### src/rtl/nibble_sequencer_if.sv
// Purpose: bundles the program-load, playback-control and status signals of nibble_sequencer.
// Latency: n/a (signal bundle only).
// Backpressure: none; writes outside IDLE or beyond capacity are dropped, not stalled.
// Ports: wr_en/wr_data/clear load the program, start/loop/abort control playback,
//   nib_out/busy/full/trunc_err/pc report back. master = driver side, slave = sequencer.
interface nibble_sequencer_if #(
  parameter int AW = 4
);
  logic          wr_en;
  logic [3:0]    wr_data;
  logic          clear;
  logic          start;
  logic          loop;
  logic          abort;
  logic [3:0]    nib_out;
  logic          busy;
  logic          full;
  logic          trunc_err;
  logic [AW-1:0] pc;

  modport master (
    output wr_en, wr_data, clear, start, loop, abort,
    input  nib_out, busy, full, trunc_err, pc
  );

  modport slave (
    input  wr_en, wr_data, clear, start, loop, abort,
    output nib_out, busy, full, trunc_err, pc
  );
endinterface

### src/rtl/nibble_sequencer.sv
// Purpose: stores a nibble program and replays it into stack_cpu inbits, opcode then operands.
// Latency: opcode appears on nib_out one cycle after FETCH is entered (registered output).
// Backpressure: none; start is held pending until the CPU-phase launch slot, abort wins.
// Ports: clk, rst (sync, active-high, shared with stack_cpu), bus (slave modport of
//   nibble_sequencer_if). Memory contents survive rst; the program length does not.
module nibble_sequencer #(
  parameter int DEPTH = 16,
  parameter int AW    = 4
) (
  input  logic                clk,
  input  logic                rst,
  nibble_sequencer_if.slave   bus
);

  localparam logic [AW:0] FULL_LEN = (AW+1)'(DEPTH);
  localparam logic        PH_F     = 1'b0;
  localparam logic        PH_E     = 1'b1;

  typedef enum logic [1:0] {S_IDLE, S_FETCH, S_EXEC} state_t;

  logic [3:0]  mem [DEPTH];

  state_t      state_q, state_d;
  logic        phase_q, phase_d;
  logic        pending_q, pending_d;
  logic        loop_q, loop_d;
  logic [3:0]  op_q, op_d;
  logic [1:0]  cnt_q, cnt_d;
  logic [1:0]  shadow_q, shadow_d;   // CPU exec cycles still running after an abort
  logic [AW:0] pc_q, pc_d;           // one extra bit so pc can equal a full length
  logic [AW:0] len_q, len_d;
  logic [3:0]  nib_q, nib_d;
  logic        trunc_q, trunc_d;
  logic        mem_we;

  logic [3:0]  rd_nib;
  logic        pc_ok;
  logic [AW:0] pc_inc;
  logic [AW:0] pc_after;
  logic        want_start;

  function automatic logic [1:0] exec_len(input logic [3:0] op);
    case (op)
      4'h1, 4'h2, 4'h5, 4'h6, 4'h7, 4'h8: exec_len = 2'd2;
      4'h9, 4'hA:                         exec_len = 2'd3;
      default:                            exec_len = 2'd1;
    endcase
  endfunction

  function automatic logic is_operand(input logic [3:0] op);
    is_operand = (op == 4'h1) || (op == 4'h6) || (op == 4'h7) || (op == 4'h8);
  endfunction

  assign rd_nib     = mem[pc_q[AW-1:0]];
  assign pc_ok      = (pc_q < len_q);
  assign pc_inc     = pc_q + 1'b1;
  // Operand ops consume their operand slot on the last exec cycle.
  assign pc_after   = is_operand(op_q) ? pc_inc : pc_q;
  assign want_start = pending_q | bus.start;

  always_comb begin
    state_d   = state_q;
    phase_d   = phase_q;
    pending_d = pending_q;
    loop_d    = loop_q;
    op_d      = op_q;
    cnt_d     = cnt_q;
    shadow_d  = shadow_q;
    pc_d      = pc_q;
    len_d     = len_q;
    nib_d     = 4'h0;
    trunc_d   = trunc_q;
    mem_we    = 1'b0;

    unique case (state_q)
      S_IDLE: begin
        if (bus.clear) begin
          len_d   = '0;
          trunc_d = 1'b0;
        end else if (bus.wr_en && (len_q != FULL_LEN)) begin
          mem_we = 1'b1;
          len_d  = len_q + 1'b1;
        end
        // Mirror the CPU: either its NOOP fetch/exec toggle, or the tail of an
        // op that was still executing when playback was aborted.
        if (shadow_q != 2'd0) begin
          shadow_d = shadow_q - 2'd1;
          phase_d  = (shadow_q == 2'd1) ? PH_F : PH_E;
        end else begin
          phase_d  = ~phase_q;
        end
        pending_d = want_start && (len_q != '0);
        // Launch in the CPU's exec slot so the opcode lands in its next fetch.
        if (pending_d && (phase_q == PH_E) && (shadow_q == 2'd0)) begin
          state_d   = S_FETCH;
          pending_d = 1'b0;
          loop_d    = bus.loop;
          pc_d      = '0;
        end
      end
      S_FETCH: begin
        pending_d = want_start;
        nib_d     = rd_nib;
        op_d      = rd_nib;
        cnt_d     = exec_len(rd_nib);
        pc_d      = pc_inc;
        state_d   = S_EXEC;
      end
      S_EXEC: begin
        pending_d = want_start;
        if (is_operand(op_q)) begin
          if (pc_ok) begin
            nib_d = rd_nib;
          end else begin
            nib_d   = 4'h0;
            trunc_d = 1'b1;
          end
        end
        if (cnt_q == 2'd1) begin
          if (pc_after < len_q) begin
            state_d = S_FETCH;
            pc_d    = pc_after;
          end else if (loop_q) begin
            state_d = S_FETCH;
            pc_d    = '0;
          end else begin
            state_d = S_IDLE;
            pc_d    = '0;
            phase_d = PH_F;
          end
        end else begin
          cnt_d = cnt_q - 2'd1;
        end
      end
      default: state_d = S_IDLE;
    endcase

    if (bus.abort) begin
      state_d   = S_IDLE;
      nib_d     = 4'h0;
      pc_d      = '0;
      pending_d = 1'b0;
      if (state_q == S_EXEC) begin
        trunc_d = trunc_q;
        if (cnt_q == 2'd1) begin
          phase_d  = PH_F;
          shadow_d = 2'd0;
        end else begin
          phase_d  = PH_E;
          shadow_d = cnt_q - 2'd1;
        end
      end else if (state_q == S_FETCH) begin
        // The opcode never reached the CPU, so it fetches a NOOP next.
        phase_d  = PH_F;
        shadow_d = 2'd0;
      end
    end
  end

  always_ff @(posedge clk) begin
    if (rst) begin
      state_q   <= S_IDLE;
      phase_q   <= PH_F;
      pending_q <= 1'b0;
      loop_q    <= 1'b0;
      op_q      <= 4'h0;
      cnt_q     <= 2'd0;
      shadow_q  <= 2'd0;
      pc_q      <= '0;
      len_q     <= '0;
      nib_q     <= 4'h0;
      trunc_q   <= 1'b0;
    end else begin
      state_q   <= state_d;
      phase_q   <= phase_d;
      pending_q <= pending_d;
      loop_q    <= loop_d;
      op_q      <= op_d;
      cnt_q     <= cnt_d;
      shadow_q  <= shadow_d;
      pc_q      <= pc_d;
      len_q     <= len_d;
      nib_q     <= nib_d;
      trunc_q   <= trunc_d;
    end
  end

  // Program storage is deliberately not reset; only the length is.
  always_ff @(posedge clk) begin
    if (mem_we && !rst) begin
      mem[len_q[AW-1:0]] <= bus.wr_data;
    end
  end

  assign bus.nib_out   = nib_q;
  assign bus.busy      = (state_q != S_IDLE);
  assign bus.full      = (len_q == FULL_LEN);
  assign bus.trunc_err = trunc_q;
  assign bus.pc        = pc_q[AW-1:0];

endmodule
### src/flat_wrapper.sv
// flat-port wrapper written by rule: the top's interface ports become plain ports
module nibble_sequencer_flat 
#(
  parameter int DEPTH = 16,
  parameter int AW    = 4
)
  (clk, rst, bus_wr_en, bus_wr_data, bus_clear, bus_start, bus_loop, bus_abort, bus_nib_out, bus_busy, bus_full, bus_trunc_err, bus_pc);
  nibble_sequencer_if #(.AW(AW)) bus_i ();
  input  logic clk;
  input  logic rst;
  input wire logic [$bits(bus_i.wr_en)-1:0] bus_wr_en;
  input wire logic [$bits(bus_i.wr_data)-1:0] bus_wr_data;
  input wire logic [$bits(bus_i.clear)-1:0] bus_clear;
  input wire logic [$bits(bus_i.start)-1:0] bus_start;
  input wire logic [$bits(bus_i.loop)-1:0] bus_loop;
  input wire logic [$bits(bus_i.abort)-1:0] bus_abort;
  output wire logic [$bits(bus_i.nib_out)-1:0] bus_nib_out;
  output wire logic [$bits(bus_i.busy)-1:0] bus_busy;
  output wire logic [$bits(bus_i.full)-1:0] bus_full;
  output wire logic [$bits(bus_i.trunc_err)-1:0] bus_trunc_err;
  output wire logic [$bits(bus_i.pc)-1:0] bus_pc;
  assign bus_i.wr_en = bus_wr_en;
  assign bus_i.wr_data = bus_wr_data;
  assign bus_i.clear = bus_clear;
  assign bus_i.start = bus_start;
  assign bus_i.loop = bus_loop;
  assign bus_i.abort = bus_abort;
  assign bus_nib_out = bus_i.nib_out;
  assign bus_busy = bus_i.busy;
  assign bus_full = bus_i.full;
  assign bus_trunc_err = bus_i.trunc_err;
  assign bus_pc = bus_i.pc;
  nibble_sequencer #(.DEPTH(DEPTH), .AW(AW)) u_core (.clk(clk), .rst(rst), .bus(bus_i));
endmodule
### config.mk
export PLATFORM = sky130hd
export DESIGN_NAME = nibble_sequencer_flat
export DESIGN_NICKNAME = d
export VERILOG_FILES = /design/src/rtl/nibble_sequencer_if.sv /design/src/rtl/nibble_sequencer.sv /design/src/flat_wrapper.sv
export SDC_FILE = /design/constraint.sdc
export NUM_CORES = 1
export LEC_CHECK = 0
export CORE_UTILIZATION = 60
export CTS_CLUSTER_DIAMETER = 100
export DETAILED_ROUTE_END_ITERATION = 10
export PLACE_DENSITY = 0.77
export SYNTH_ARGS = -nofsm -noshare
export SYNTH_HDL_FRONTEND = slang
export SYNTH_SLANG_ARGS = --single-unit
### constraint.sdc
create_clock -name clk -period 3.5 [get_ports clk]
set_input_delay 0.525 -clock clk [delete_from_list [all_inputs] [get_ports clk]]
set_output_delay 0.525 -clock clk [all_outputs]
set_load 0.1 [all_outputs]
* Yosys cells after proc, flatten, opt, wreduce, memory -nomap -nowiden
Memories as Yosys holds them, arrays and structs flattened. A register that Yosys moved wholly into a read port is not among the register bits. Index checks and enable logic that the tools add are counted.
Word-level totals: RAM bits 64, output and inout bits 11, bits of input ports 11, logic and storage cells 108, memory bits (read-only) 32, flip-flop bits (word level) 28, memories kept 2
Cells by class: magnitude comparators 2, equality and inequality tests 14, add/subtract/negate cells 4, bitwise operators 2, multiplexer cells 48, reduce and logical (&&, ||, !) cells 25
Memories:
- u_core.mem | words 16, bits a word 4, read ports 1, clocked after memory_dff 1, write ports 1, RTL line nibble_sequencer.sv:21 | logic [3:0] mem [DEPTH];
- (no name shown) | words 16, bits a word 2, read ports 1, clocked after memory_dff 0, write ports 0, RTL line nibble_sequencer.sv:43 | case (op)
Operator list (number):
- $mux 5 | 6
- $mux 1 | 21
- $mux 2 | 10
- $mux 4 | 4
- $pmux 5 s3 | 1
- $add 5x1->5 const B | 2
- $lt 5x5->1 | 2
- $reduce_bool 2->1 | 5
- $eq 4x3->1 const B | 2
- $pmux 4 s2 | 1
- $reduce_and 2->1 | 4
- $eq 2x1->1 const B | 3
- $pmux 1 s2 | 3
- $pmux 2 s3 | 1
- $eq 5x5->1 const B | 1
- $logic_and 1x1->1 | 5
- $ne 5x5->1 const B | 1
- $reduce_bool 5->1 | 1
- $eq 4x1->1 const B | 1
- $eq 4x4->1 const B | 1
- $logic_not 2->1 | 2
- $ne 2x1->1 const B | 2
- $ne 2x2->1 const B | 2
- $pmux 2 s2 | 1
- 9 further kinds | 13

* Longest topological paths before layout
word-level depth 12, gate-level depth with buffers 10, gate-level depth less buffers 10

* Least setup slack after synthesis
Ideal clock, no wire load.
path type register to register, start register u_core.len_q[0], end memory u_core.mem[8][0], enable pin, stages on the path, launching flop included 9, required time 3.244 ns, arrival time 4.425 ns, period minus slack after synthesis 4.681 ns, slack -1.181 ns, library setup time 0.256 ns, buffers on the path 1, cells stage by stage dfxtp_1 > inv_1 > ha_1 > nor4bb_1 > nor2b_1 > nor3b_1 > clkbuf_1 > nand3_1 > nor2_1
Between the ends: longest elaborated chain between the ends 8
Ends and longest elaborated chain:
- from (decl) | RTL line nibble_sequencer.sv:31 | logic [AW:0] len_q, len_d;
- from (signal assigned) | RTL line nibble_sequencer.sv:182 | len_q <= len_d;
- $ne 5x5->1 | RTL line nibble_sequencer.sv:80 | end else if (bus.wr_en && (len_q != FULL_LEN)) begin
- $logic_and 1x1->1 | RTL line nibble_sequencer.sv:80
- $mux 1 | RTL line nibble_sequencer.sv:80
- $mux 1 | RTL line nibble_sequencer.sv:77 | if (bus.clear) begin
- $mux 1 | RTL line nibble_sequencer.sv:75 | unique case (state_q)
- $logic_and 1x1->1 | RTL line nibble_sequencer.sv:190 | if (mem_we && !rst) begin
- $mux 1 | RTL line nibble_sequencer.sv:190
- $mux 1 (implied by the code) | RTL line nibble_sequencer.sv:191 | mem[len_q[AW-1:0]] <= bus.wr_data;
- to (decl) | RTL line nibble_sequencer.sv:21
Parallel ways exist; a longest one is shown, timed or not.

==> results.py <==
metrics = {
    "outcome": {
        "status": "finished clean",
    },
    "yosys": {
        "synth_edf_count": 64,
        "syn_inst": 377,
        "yosysWarnings": 0,
        "ys_types": 56,
        "syn_area_mm2": 0.00468,
        "post-synth-top-area-fraction_pct": 41.1,
        "dominantRegCellSynth": "edfxtp_1",
        "synth_area_leaders": "edfxtp_1, dfxtp_1, ha_1",
        "synthArstFlopShare_pct": 0,
        "yosysSeqAreaShare_pct": 54.8,
        "synth_area_per_cell_um2": 12.4,
        "synth-seq-cells": 96,
        "syn_nets": 410,
        "yosysTopAreaCell": "edfxtp_1",
    },
    "timing": {
        "grt_setup_unrepaired": "false",
        "setup_viol": 0,
        "finalCritPeriodShare_pct": 86.9,
        "fin_skew_ns": 0.0227,
        "max_freq_ghz": 0.329,
        "maxSlewViolCount": 0,
        "tightest_slew_ns": 0.982,
        "tns_ns": 0,
        "fin_crit_ns": 3.04,
        "hold_viol": 0,
        "relSlewSlack_pct": 34.3,
    },
    "finish": {
        "antenna_cells": 0,
        "final_common_cell": "edfxtp_1",
        "nets": 427,
        "design_area_mm2": 0.00516,
        "nFillCells": 531,
        "synthToLayoutAreaGrowth_pct": 10.2,
        "drive_above_1_share_pct": 10.3,
        "final_cell_mix": "edfxtp_1, nor2_1, dfxtp_1",
    },
    "worst_setup_path": {
        "crit_start": "u_core.pc_q[0]",
        "cp-start-kind": "register",
        "required_ns": 3.77,
        "path_cells": "ha_1 > nand3_1 > nor2_1 > xor2_1 > ha_1 > nand2_1 > o2111ai_1 > a21oi_1 > a222oi_1 > a211oi_1",
        "cp.arrival_ns": 3.31,
        "slowest_delay_ns": 0.54,
        "cpMaxStageDelayCell": "dfxtp_1",
        "cp-end-kind": "register",
        "critPathKind": "reg -> reg",
        "crit_fanout": 11,
        "path_common_cell": "ha_1",
        "r2r-start": "u_core.pc_q[0]",
        "r2r_cells": 10,
        "r2r_setup_slack_ns": 0.46,
    },
    "cts": {
        "cts-root-buf": "clkbuf_8",
        "cts_sinks": 96,
        "cts_max_level": 3,
        "cts_setup_buffers": 0,
        "cts_resized": 0,
        "cts_max_path_buffers": 2,
        "cts_buffers": 9,
        "cts_hold_buf": 0,
        "clk_latency_ns": 0.39,
        "path_clk_slew_ns": 0.10,
        "cts_tree": "done",
    },
    "routing": {
        "avgViaCountPerCell": 6.20,
        "firstDrtPassIters": 8,
        "drc": 0,
        "first_iter_violations": 276,
        "routedWlPerCell_um": 19.0,
        "vias": 3087,
        "drtAntennaViolNets": 0,
        "routed_wirelength_mm": 9.47,
    },
    "power_and_ir_drop": {
        "power_density_mw_per_mm2": 411,
        "power_leakage_nw": 1.70,
        "ir_worst_vdd_v": 0.000383,
    },
    "place": {
        "place.gp.congestion": 0.916,
        "dp_hpwl_mm": 6.77,
        "placed_cell_area_mm2": 0.00494,
        "numPortBuffers": 21,
    },
    "die": {
        "die_h_um": 90.3,
        "fp.coreArea_mm2": 0.00741,
        "pin_count": 22,
        "row_count": 31,
        "start_util_pct": 63.1,
        "die_area_mm2": 0.00815,
        "dieWidth_um": 90.3,
    },
    "min_path": {
        "holdCritPathClass": "reg -> reg",
    },
    "grt": {
        "grt_max_degree": 20,
        "grt_pass1_vias": 2841,
        "antenna_found_initial": 0,
        "grt-ovfl-total": 0,
        "grt_pass1_wl_mm": 14.8,
        "grt_usage_pct": 24.2,
    },
    "run": {
        "cap_viol_max_count": 0,
    },
}
area by class of cell:
cell class                      count  area (um^2)  share of cell area, %
Inverter                           17         63.8                   1.24
Multi-Input combinational cell    245         1950                   37.9
Tap cell                           99          124                   2.40
Timing Repair Buffer               25          235                   4.56
Sequential cell                    96         2560                   49.7
Clock inverter                      7         92.6                   1.80
Clock buffer                        9          124                   2.40
sequential cells by signal, summed over array words and instances (netlist names), named ones only:
signal	cells
u_core.shadow_q	2
u_core.bus.nib_out	4
u_core.state_q	2
u_core.phase_q	1
u_core.loop_q	1
u_core.mem	64
u_core.cnt_q	2
u_core.len_q	5
u_core.pending_q	1
u_core.bus.trunc_err	1
u_core.op_q	4
u_core.pc_q	5
synthesized netlist by cell type (3+ instances only):
| cell type | number |
|---|---|
| a211oi_1 | 7 |
| a21oi_1 | 15 |
| a22oi_1 | 4 |
| and3_1 | 5 |
| buf_4 | 4 |
| buf_6 | 3 |
| clkbuf_1 | 8 |
| dfxtp_1 | 32 |
| edfxtp_1 | 64 |
| ha_1 | 22 |
| inv_1 | 17 |
| mux2_2 | 3 |
| mux2i_1 | 14 |
| mux4_1 | 7 |
| mux4_2 | 9 |
| nand2_1 | 21 |
| nand2b_1 | 7 |
| nand3_1 | 12 |
| nor2_1 | 42 |
| nor2b_1 | 5 |
| nor3_1 | 10 |
| nor3b_1 | 3 |
| o21ai_0 | 15 |
| xnor2_1 | 5 |
routing by layer:
metal,global-route usage (%),share of wire (%),up-vias
met5,0,0,-
met4,11.3,2.5,0
met3,5.13,6.9,19
met2,34.4,44,122
met1,35.8,46,1495
li1,-,-,1451
how the worst min path moves through the flow:
stage / from / to / slack [ns] / depth (start not counted)
floorplan: u_core.op_q[0] / u_core.op_q[0] / 0.48 / 2
global placement: u_core.loop_q / u_core.loop_q / 0.50 / 2
detailed placement: u_core.op_q[0] / u_core.op_q[0] / 0.52 / 2
CTS: u_core.bus.trunc_err / u_core.bus.trunc_err / 0.54 / 2
global route: u_core.op_q[0] / u_core.op_q[0] / 0.56 / 2
finish: u_core.bus.trunc_err / u_core.bus.trunc_err / 0.54 / 2
power breakdown:
part / internal, W / leakage, nW / total [W] / switching [W]
sequential: 0.00121 / 0.834 / 0.00122 / 0.00000656
combinational: 0.0000363 / 0.758 / 0.0000941 / 0.0000578
clock: 0.000354 / 0.112 / 0.000804 / 0.000449
total: 0.00160 / 1.70 / 0.00212 / 0.000514
logic make-up after synthesis:
logic type | count (synthesis) | share of synthesized area [%]
buffers and inverters | 36 | 3.75
adder cells (fa/ha/maj) | 22 | 5.89
flip-flops | 96 | 54.8
AND/OR/NAND/NOR | 118 | 12.4
multiplexers | 35 | 12.8
AO/OA/AOI/OAI | 63 | 9.07
XOR/XNOR | 7 | 1.31
worst max-delay path: cells and delay by family, from the launching register on:
| kind | cells | cell delay [ns] |
|---|---|---|
| adder cells (fa/ha/maj) | 2 | 0.60 |
| AND/OR/NAND/NOR | 3 | 0.36 |
| AO/OA/AOI/OAI | 4 | 1.21 |
| XOR/XNOR | 1 | 0.23 |
| flip-flops | 1 | 0.54 |
metrics by stage:
stage | util (%) | hold slack [ns] | setup WS (ns) | cells | total power, W
finish | 69.6 | 0.536 | 0.460 | 498 | 0.00212
global route | 69.6 | 0.563 | 0.165 | 498 | 0.00218
CTS | 69.6 | 0.536 | 0.488 | 498 | 0.00212
detailed placement | 66.7 | 0.517 | 0.480 | 482 | 0.00134
global placement | 66.7 | 0.505 | 0.597 | 482 | 0.00134
floorplan | - | 0.482 | 0.750 | 377 | 0.00130
No activity file was read; power rests on OpenSTA's default activity.
